--- src/rtl/clk_div_multi.sv ---
// clk_div_multi: multi-channel runtime-programmable integer clock divider
// Divisor changes take effect only at a channel's period boundary or on sync.
module clk_div_multi #(
  parameter int NUM_CH = 4,
  parameter int DIV_W = 16,
  parameter int DEFAULT_DIV = 10,
  localparam int CH_W = (NUM_CH > 1) ? $clog2(NUM_CH) : 1
) (
  input  logic              clk_in_i,
  input  logic              rst_n_i,
  input  logic              sync_i,
  input  logic              wr_en_i,
  input  logic [CH_W-1:0]   wr_ch_i,
  input  logic [DIV_W-1:0]  wr_div_i,
  output logic [NUM_CH-1:0] clk_out_o,
  output logic [NUM_CH-1:0] tick_o,
  output logic [NUM_CH-1:0] pend_o
);
  localparam logic [DIV_W-1:0] ONE = DIV_W'(1);
  localparam logic [DIV_W-1:0] TWO = DIV_W'(2);
  for (genvar c = 0; c < NUM_CH; c++) begin : g_ch
    logic [DIV_W-1:0] div_q, cnt_q, pdiv_q, div_b, div_n, cnt_n, pdiv_n;
    logic pend_q, pend_n, clk_q, tick_q, clk_n, tick_n, wrap, restart, hit, en_b, en_n;
    // Out-of-range channel indices never match any c, so such writes are dropped.
    always_comb begin
      wrap = div_q >= TWO && cnt_q == div_q - ONE;
      restart = sync_i || wrap;
      hit = wr_en_i && wr_ch_i == CH_W'(c);
      div_b = restart && pend_q ? pdiv_q : div_q;
      en_b = div_b >= TWO;
      cnt_n = restart || div_q < TWO ? '0 : cnt_q + ONE;
      div_n = hit && !en_b ? wr_div_i : div_b;
      pdiv_n = hit && en_b ? wr_div_i : pdiv_q;
      pend_n = (pend_q && !restart) || (hit && en_b);
      en_n = div_n >= TWO;
      clk_n = en_n && cnt_n >= (div_n >> 1) + DIV_W'(div_n[0]);
      tick_n = en_n && cnt_n == div_n - ONE;
    end
    // Outputs are registered from the next state so they line up with cnt.
    always_ff @(posedge clk_in_i) begin
      if (!rst_n_i) begin
        div_q <= DIV_W'(DEFAULT_DIV);
        cnt_q <= '0;
        pdiv_q <= '0;
        pend_q <= 1'b0;
        clk_q <= 1'b0;
        tick_q <= 1'b0;
      end else begin
        div_q <= div_n;
        cnt_q <= cnt_n;
        pdiv_q <= pdiv_n;
        pend_q <= pend_n;
        clk_q <= clk_n;
        tick_q <= tick_n;
      end
    end
    assign clk_out_o[c] = clk_q;
    assign tick_o[c] = tick_q;
    assign pend_o[c] = pend_q;
  end
endmodule

--- config.mk ---
export PLATFORM = sky130hd
export DESIGN_NAME = clk_div_multi
export DESIGN_NICKNAME = d
export VERILOG_FILES = /design/src/rtl/clk_div_multi.sv
export SDC_FILE = /design/constraint.sdc
export NUM_CORES = 1
export LEC_CHECK = 0
export ABC_CLOCK_PERIOD_IN_PS = 10800
export CAP_MARGIN = 15
export CORE_MARGIN = 4
export CORE_UTILIZATION = 60
export CTS_CLUSTER_SIZE = 28
export DETAILED_ROUTE_END_ITERATION = 6
export PLACE_DENSITY = 0.77
export SLEW_MARGIN = 30
export SYNTH_ARGS = -nofsm -noshare
export SYNTH_HDL_FRONTEND = slang
export SYNTH_SLANG_ARGS = --single-unit
--- constraint.sdc ---
create_clock -name clk_in_i -period 10.8 [get_ports clk_in_i]
set_input_delay 2.16 -clock clk_in_i [delete_from_list [all_inputs] [get_ports clk_in_i]]
set_output_delay 2.16 -clock clk_in_i [all_outputs]
set_load 0.005 [all_outputs]
# Word-level counts from Yosys, hierarchy flattened
# Cells that the tools add are included.
[word_totals] register_bits=204 latchBits=0 ram_bits=0 rom_bits=0 inputBits=22 output_inout_bits=12 elab_cells=136 n_memories=0
[classes] addsub=16 n_mul=0 div=0 magnitude_cmp=20 n_eq_ne=11 shifts=0 n_mux=12 bitwise_logic=0 n_reduce_logical=53
[ops] cell="$ge A16 B2 Y1 const B" count=12
[ops] cell="$mux W16" count=12
[ops] cell="$eq A16 B16 Y1" count=8
[ops] cell="$sub A16 B1 Y16 const B" count=8
[ops] cell="$add A15 B1 Y16" count=4
[ops] cell="$add A16 B1 Y16 const B" count=4
[ops] cell="$ge A16 B16 Y1" count=4
[ops] cell="$lt A16 B2 Y1 const B" count=4
[ops] cell="$logic_and A1 B1 Y1" count=32
[ops] cell="$logic_or A1 B1 Y1" count=12
[ops] cell="$logic_not A1 Y1" count=8
[ops] cell="$eq A2 B2 Y1 const B" count=2
[ops] cell="$eq A2 B1 Y1 const B" count=1
[ops] cell="$logic_not A2 Y1" count=1

# Longest topological paths before layout
[depth] word_depth=13 depth_mapped=32

# Worst setup path before layout
# No wires, ideal clock.
[synth_path] path_kind="input to register" from="input port sync_i" to="register g_ch[2].clk_q" setup_ns=0.128 arrival_time_ns=6.449 t_required_ns=10.672 slack_ns=4.223 cell_stages=23 n_path_buf=2 cell_sequence="clkinv_1 o41ai_2 nand2_1 clkbuf_1 clkbuf_1 mux2i_1 o21ai_0 inv_1 ha_1 ha_1 nand2b_1 a21o_1 a21o_1 a21o_1 a21o_1 a21o_1 a21o_1 a21o_1 a21o_1 a21oi_1 o21ai_0 o2111ai_1 a21boi_0"
[synth_via] elab_chain_len=10
[synth_rtl] element="from (decl)" line_no="11" source="input logic sync_i,"
[synth_rtl] element="$logic_or A1 B1 Y1 *" line_no="27" source="restart = sync_i || wrap;"
[synth_rtl] element="$logic_and A1 B1 Y1 *" line_no="29" source="div_b = restart && pend_q ? pdiv_q : div_q;"
[synth_rtl] element="$mux W16 *" line_no="29"
[synth_rtl] element="$ge A16 B2 Y1" line_no="30" source="en_b = div_b >= TWO;"
[synth_rtl] element="$logic_not A1 Y1" line_no="32" source="div_n = hit && !en_b ? wr_div_i : div_b;"
[synth_rtl] element="$logic_and A1 B1 Y1" line_no="32"
[synth_rtl] element="$mux W16 *" line_no="32"
[synth_rtl] element="net g_ch[2].div_n[0]" line_no="22" source="logic [DIV_W-1:0] div_q, cnt_q, pdiv_q, div_b, div_n, cnt_n, pdiv_n;"
[synth_rtl] element="$add A15 B1 Y16" line_no="36" source="clk_n = en_n && cnt_n >= (div_n >> 1) + DIV_W'(div_n[0]);"
[synth_rtl] element="$ge A16 B16 Y1" line_no="36"
[synth_rtl] element="$logic_and A1 B1 Y1 *" line_no="36"
[synth_rtl] element="to (signal assigned)" line_no="53" source="clk_q <= clk_n;"
[synth_rtl] element="to (decl)" line_no="23" source="logic pend_q, pend_n, clk_q, tick_q, clk_n, tick_n, wrap, restart, hit, en_b, en_n;"
# The timed path passes the listed nets; every way through them passes the cells marked *.
# A chain may end at the register's enable or synchronous reset.

# Worst setup path in the final report
[layout_path] from="input port sync_i" to="register g_ch[0].clk_q"
[layout_via] elab_chain_len=10
[layout_rtl] element="$logic_or A1 B1 Y1 *" line_no="27"
[layout_rtl] element="$logic_and A1 B1 Y1 *" line_no="29"
[layout_rtl] element="$mux W16 *" line_no="29"
[layout_rtl] element="$ge A16 B2 Y1" line_no="30"
[layout_rtl] element="$logic_not A1 Y1" line_no="32"
[layout_rtl] element="$logic_and A1 B1 Y1" line_no="32"
[layout_rtl] element="$mux W16 *" line_no="32"
[layout_rtl] element="net g_ch[0].div_n[0]" line_no="22"
[layout_rtl] element="$add A15 B1 Y16" line_no="36"
[layout_rtl] element="$ge A16 B16 Y1" line_no="36"
[layout_rtl] element="$logic_and A1 B1 Y1 *" line_no="36"
[layout_rtl] element="to (signal assigned)" line_no="53"
[layout_rtl] element="to (decl)" line_no="23"
# Marked as above.

==> results_dict.tcl <==
set metrics [dict create \
    place.detailed.hpwl_um 39100 \
    hold_class "flop to flop" \
    rsz0062_at_grt "no" \
    place_congestion 0.993 \
    htree_num_levels 1 \
    areaGrowthSynthToFinish_pct 7.78 \
    setup_viol 0 \
    wl_um 52300 \
    drcViolationCount 0 \
    clkTransAtPathRegs_ns 0.06 \
    grt.total_usage 0.333 \
    synthCells 2161 \
    async_reset_ff_frac 0 \
    synth-main-ff-cell "dfxtp_1" \
    dieArea_um2 30700 \
    grt_overflow 0 \
    hold_path_depth 2 \
    reg2regPathDepth 25 \
    rows 60 \
    status "complete, no violations" \
    seqPwrFrac 0.417 \
    fin_area_um2 18100 \
    slew_headroom 0.302 \
    p_int_mw 1.38 \
    startpoint_type "input port" \
    maxCapViolations 0 \
    synth_area_um2 16800 \
    comb_power_share 0.114 \
    initial_core_util 0.615 \
    worst-slew-pin-transition_ns 1.03 \
    core-area_um2 27300 \
    insertion_delay_ns 0.55 \
    path_max_fanout 15 \
    cts_buffer_depth 3 \
    antenna_left 0 \
    syn_area_per_cell_um2 7.76 \
    cts_tree "yes" \
    vdd_drop_max_mv 0.106 \
    worst_setup_path_end_kind "flop" \
    dpl-instance-area_um2 17200 \
    clock_skew_ns 0.0245 \
    layout_commonest_cell "nor2_1" \
    post-route-min-period_ns 7.45 \
    die_y_um 175 \
    layout_common_cells "249 x nor2_1, 204 x dfxtp_1, 183 x nand2_1" \
    finalSetupTns_ns 0 \
    ys_warn_count 0 \
    layout-drive-gt1-share 0.0614 \
    ys_seq_area_frac 0.244 \
    drt_iter0_drc 1514 \
    antenna_found_initial 0 \
    grt_max_degree 72 \
    fin_nets 2226 \
    synth_seq_cells 204 \
    finalMaxSlewViolations 0 \
    cp.required_ns 11.24 \
    post_drt_wl_per_cell_um 20.9 \
    clock-sinks 204 \
    synth_edf_count 0 \
    leakagePower_nw 7.39 \
    port-buffer-count 33 \
    grt_pass1_vias 15500 \
    cts_setup_buffers 0 \
    power_frac_clock 0.469 \
    crit_type "input port to flop" \
    cts_made_buffers 25 \
    timing.fmax_mhz 134 \
    p_switching_mw 0.504 \
    cts_resized 0 \
    hold_viol_final 0 \
    power.density_nw_per_um2 104 \
    synthesis.nets 2271 \
    postCtsHoldBufs 0 \
    ys_types 95 \
    num_io_pins 34 \
    avgViaCountPerCell 6.46 \
    fp.dieW_um 175 \
    vias 16200 \
    min_period_over_period 0.690 \
    grt_pass1_wl_um 83600 \
    cts-root-buf "clkbuf_16" \
    worstPathArrival_ns 7.90 \
    first_pass_iters 5 \
    power.share.switching 0.268 \
]
[cell type report]
class / instances / area (µm²)
multi-input cells: 1777 / 12000
fillers: 2351 / 9180
flip-flops and latches: 204 / 4080
clock buffers: 32 / 672
repair buffers: 54 / 488
well taps: 372 / 465
inverters: 54 / 205
clock inverters: 11 / 170
diodes: 1 / 2.50
[worst max-delay path, stage by stage]
cell and delay, ns:
clkdlybuf4s50_1 0.63, clkinv_1 0.53, o41a_1 0.33, o21ai_1 0.36
nand3_1 0.52, nand2_1 0.27, o21ai_0 0.21, inv_1 0.18
ha_1 0.19, a21boi_0 0.41, nand4_1 0.25, nor3_1 0.45
and2_1 0.27, nand4_1 0.11, xor2_1 0.18, ha_1 0.31
a211oi_1 0.24, a31oi_1 0.11, o21a_1 0.18
[per-stage QoR]
step / hold slack (ns) / setup slack [ns] / power [mW] / utilization / std cells
2_1_floorplan: 0.436 / 4.22 / 0.940 / - / 2161
3_3_place_gp: 0.447 / 3.22 / 1.00 / 0.631 / 2461
3_5_place_dp: 0.465 / 2.92 / 1.01 / 0.632 / 2461
4_1_cts: 0.468 / 3.34 / 1.88 / 0.663 / 2504
5_1_grt: 0.501 / 2.81 / 1.94 / 0.663 / 2504
6_report: 0.472 / 3.35 / 1.88 / 0.663 / 2505
[synth_stat cells, drive strengths merged, types with 18 or more instances]
master / number / area share
nand4: 38 / 0.014
o211ai: 20 / 0.0090
or3: 22 / 0.0082
nor2: 251 / 0.056
nor4: 38 / 0.015
xor2: 100 / 0.052
and2: 41 / 0.015
clkbuf: 96 / 0.021
buf: 30 / 0.011
o31ai: 18 / 0.0087
mux2i: 106 / 0.063
xnor2: 156 / 0.081
nand2b: 21 / 0.0078
dfxtp: 204 / 0.24
nand3: 68 / 0.020
a21o: 39 / 0.017
nand2: 184 / 0.042
ha: 88 / 0.066
o21ai: 96 / 0.029
and3: 27 / 0.010
mux2: 30 / 0.020
nor3: 102 / 0.030
inv: 53 / 0.012
or4: 21 / 0.0096
a21oi: 101 / 0.030
[path summary, 6_finish.rpt]
| kind | startpoint | endpoint | slack (ns) |
|---|---|---|---|
| max | sync_i | g_ch[0].clk_q | 3.35 |
| min | g_ch[3].pdiv_q[0] | g_ch[3].pdiv_q[0] | 0.47 |
| min reg2reg | g_ch[3].pdiv_q[0] | g_ch[3].pdiv_q[0] | 0.47 |
| max reg2reg | g_ch[1].div_q[7] | g_ch[1].clk_q | 3.43 |
[routing by layer]
metal | GRT usage | wire [µm]
met3 | 0.0521 | 4010
met2 | 0.542 | 23800
met5 | 0 | 0
met4 | 0.128 | 2250
met1 | 0.443 | 22200
[power by group through the flow]
stage | Combinational [mW] | Sequential, mW | Clock, mW
floorplan | 0.148 | 0.791 | 0
global placement | 0.204 | 0.799 | 0
detailed placement | 0.208 | 0.799 | 0
CTS | 0.210 | 0.783 | 0.888
global route | 0.233 | 0.785 | 0.920
finish | 0.214 | 0.784 | 0.883
[logic make-up after synthesis]
group | count (synthesis) | share of synthesized area
AND/OR/NAND/NOR | 885 | 0.262
multiplexers | 136 | 0.0834
buffers and inverters | 180 | 0.0447
flip-flops | 204 | 0.244
adder cells (fa/ha/maj) | 88 | 0.0657
XOR/XNOR | 256 | 0.134
AO/OA/AOI/OAI | 412 | 0.167
[state kept, by name, indices dropped and copies added (netlist names)]
| signal | flops |
|---|---|
| g_ch.cnt_q | 64 |
| g_ch.tick_q | 4 |
| g_ch.div_q | 64 |
| g_ch.clk_q | 4 |
| g_ch.pdiv_q | 64 |
| g_ch.pend_q | 4 |
(Power assumes the default switching activity.)
==> RTL edit: new RTL, config.mk and constraints unchanged <==
Set the parameter `NUM_CH` to 2 (it was 4).
--- a/src/rtl/clk_div_multi.sv
+++ b/src/rtl/clk_div_multi.sv
@@ -2,5 +2,5 @@
 // Divisor changes take effect only at a channel's period boundary or on sync.
 module clk_div_multi #(
-  parameter int NUM_CH = 4,
+  parameter int NUM_CH = 2,
   parameter int DIV_W = 16,
   parameter int DEFAULT_DIV = 10,
Interface: changed (resized clk_out_o, pend_o, tick_o and wr_ch_i); port bits go from 34 to 27. The function was not compared with the original's and may differ.
==> RTL edit against the unedited design <==
Sequential cell count shrank 102. Die area down 48%. Final area fell by 50%. Total power down 52%. Routed wire length shrank 54%. Cell count shrank 50%. Worst setup slack improved by 0.59 ns. First-iteration DRC count down 55%. Area after synthesis shrank 50%. Sequential power down 49%. Critical path type unchanged. Largest power group is now registers. Highest routed layer unchanged.
==> RTL edit: results <==
metrics = {
    "final_layout": {
        "drive_gt1_share_pct": 6.29,
        "fillerInstances": 1241,
        "antenna_cells": 0,
        "top_regs": "g_ch.cnt_q x32, g_ch.div_q x32, g_ch.pdiv_q x32",
        "nets": 1125,
    },
    "clocking": {
        "clock_latency_ns": 0.36,
        "numCtsBuffers": 9,
        "clk_pin_slew_worst_paths_ns": 0.08,
        "cts_buffer_depth": 2,
    },
    "logic_synthesis": {
        "synth_compound_area_share_pct": 16.6,
        "synth_cell_types": 89,
        "synth_common_cells": "nor2_1 (146), dfxtp_1 (102), xnor2_1 (76)",
        "synth_area_leaders": "dfxtp_1 (24%), xnor2_1 (7.9%), ha_1 (6.5%)",
        "synthAdderAreaFrac_pct": 6.51,
        "synth-xor-area-share_pct": 13.6,
    },
    "global_routing": {
        "grt_max_degree": 64,
        "grtUsageMet3_pct": 5.26,
        "grt_use_total_pct": 30.0,
        "gr-usage-met1_pct": 34.9,
        "grt_pass1_vias": 7596,
    },
    "routing": {
        "drtIter0Drc": 687,
        "num_vias": 7929,
    },
    "outcome": {
        "status": "completed",
    },
    "setup_path": {
        "cp_max_fo": 33,
    },
    "hold_path": {
        "min_from": "g_ch[0].pdiv_q[0]$_SDFFE_PN0P_",
        "min_delay_worst_endpoint": "g_ch[0].pdiv_q[0]$_SDFFE_PN0P_",
    },
    "sta": {
        "skew_ns": 0.00806,
    },
}
## RTL edit: cell types whose count changed in the layout (fill, tap and decap cells not counted), sizes merged, moves of 52 or more
cell,unedited run,this run
a21oi,101,49
dfxtp,204,102
mux2i,106,45
nand2,184,63
nor2,251,146
o21ai,96,39
xnor2,156,76
## RTL edit: routing by layer
layer  wire (um)  share of wire [%]  vias to the layer above
li1            -                  -                     3852
met1        9550                 39                     3694
met2       12000                 49                      294
met3        1420                5.8                       89
met4        1290                5.3                        0
met5           0                  0                        -
## RTL edit: kinds of logic after synthesis
| group | count (synthesis) |
|---|---|
| buffers and inverters | 87 |
| adder cells (fa/ha/maj) | 44 |
| flip-flops | 102 |
| multiplexers | 54 |
| AO/OA/AOI/OAI | 199 |
| XOR/XNOR | 130 |
| AND/OR/NAND/NOR | 458 |
## RTL edit: layout make-up
class                           count  area (um2)  area share [%]
Timing Repair Buffer               32         305            3.38
Inverter                           30         113            1.25
Sequential cell                   102        2040            22.6
Clock buffer                        9         225            2.49
Tap cell                          180         225            2.49
Clock inverter                      7        72.6           0.803
Multi-Input combinational cell    885        6050            67.0
## RTL edit: power by group through the flow
stage | Combinational (mW) | Sequential [mW] | Clock [mW]
finish | 0.178 | 0.402 | 0.331
global route | 0.195 | 0.403 | 0.351
CTS | 0.176 | 0.401 | 0.338
detailed placement | 0.175 | 0.410 | 0
global placement | 0.174 | 0.410 | 0
floorplan | 0.132 | 0.403 | 0
## RTL edit: through the flow
step	area [um2]	instances	hold WS, ns	setup WS (ns)	power [mW]
3_3_place_gp	8730	1229	0.469	3.65	0.584
3_5_place_dp	8740	1229	0.482	3.56	0.585
4_1_cts	9030	1245	0.501	3.93	0.915
5_1_grt	9030	1245	0.512	3.44	0.949
6_report	9030	1245	0.500	3.94	0.911
2_1_floorplan	8450	1074	0.453	4.79	0.535
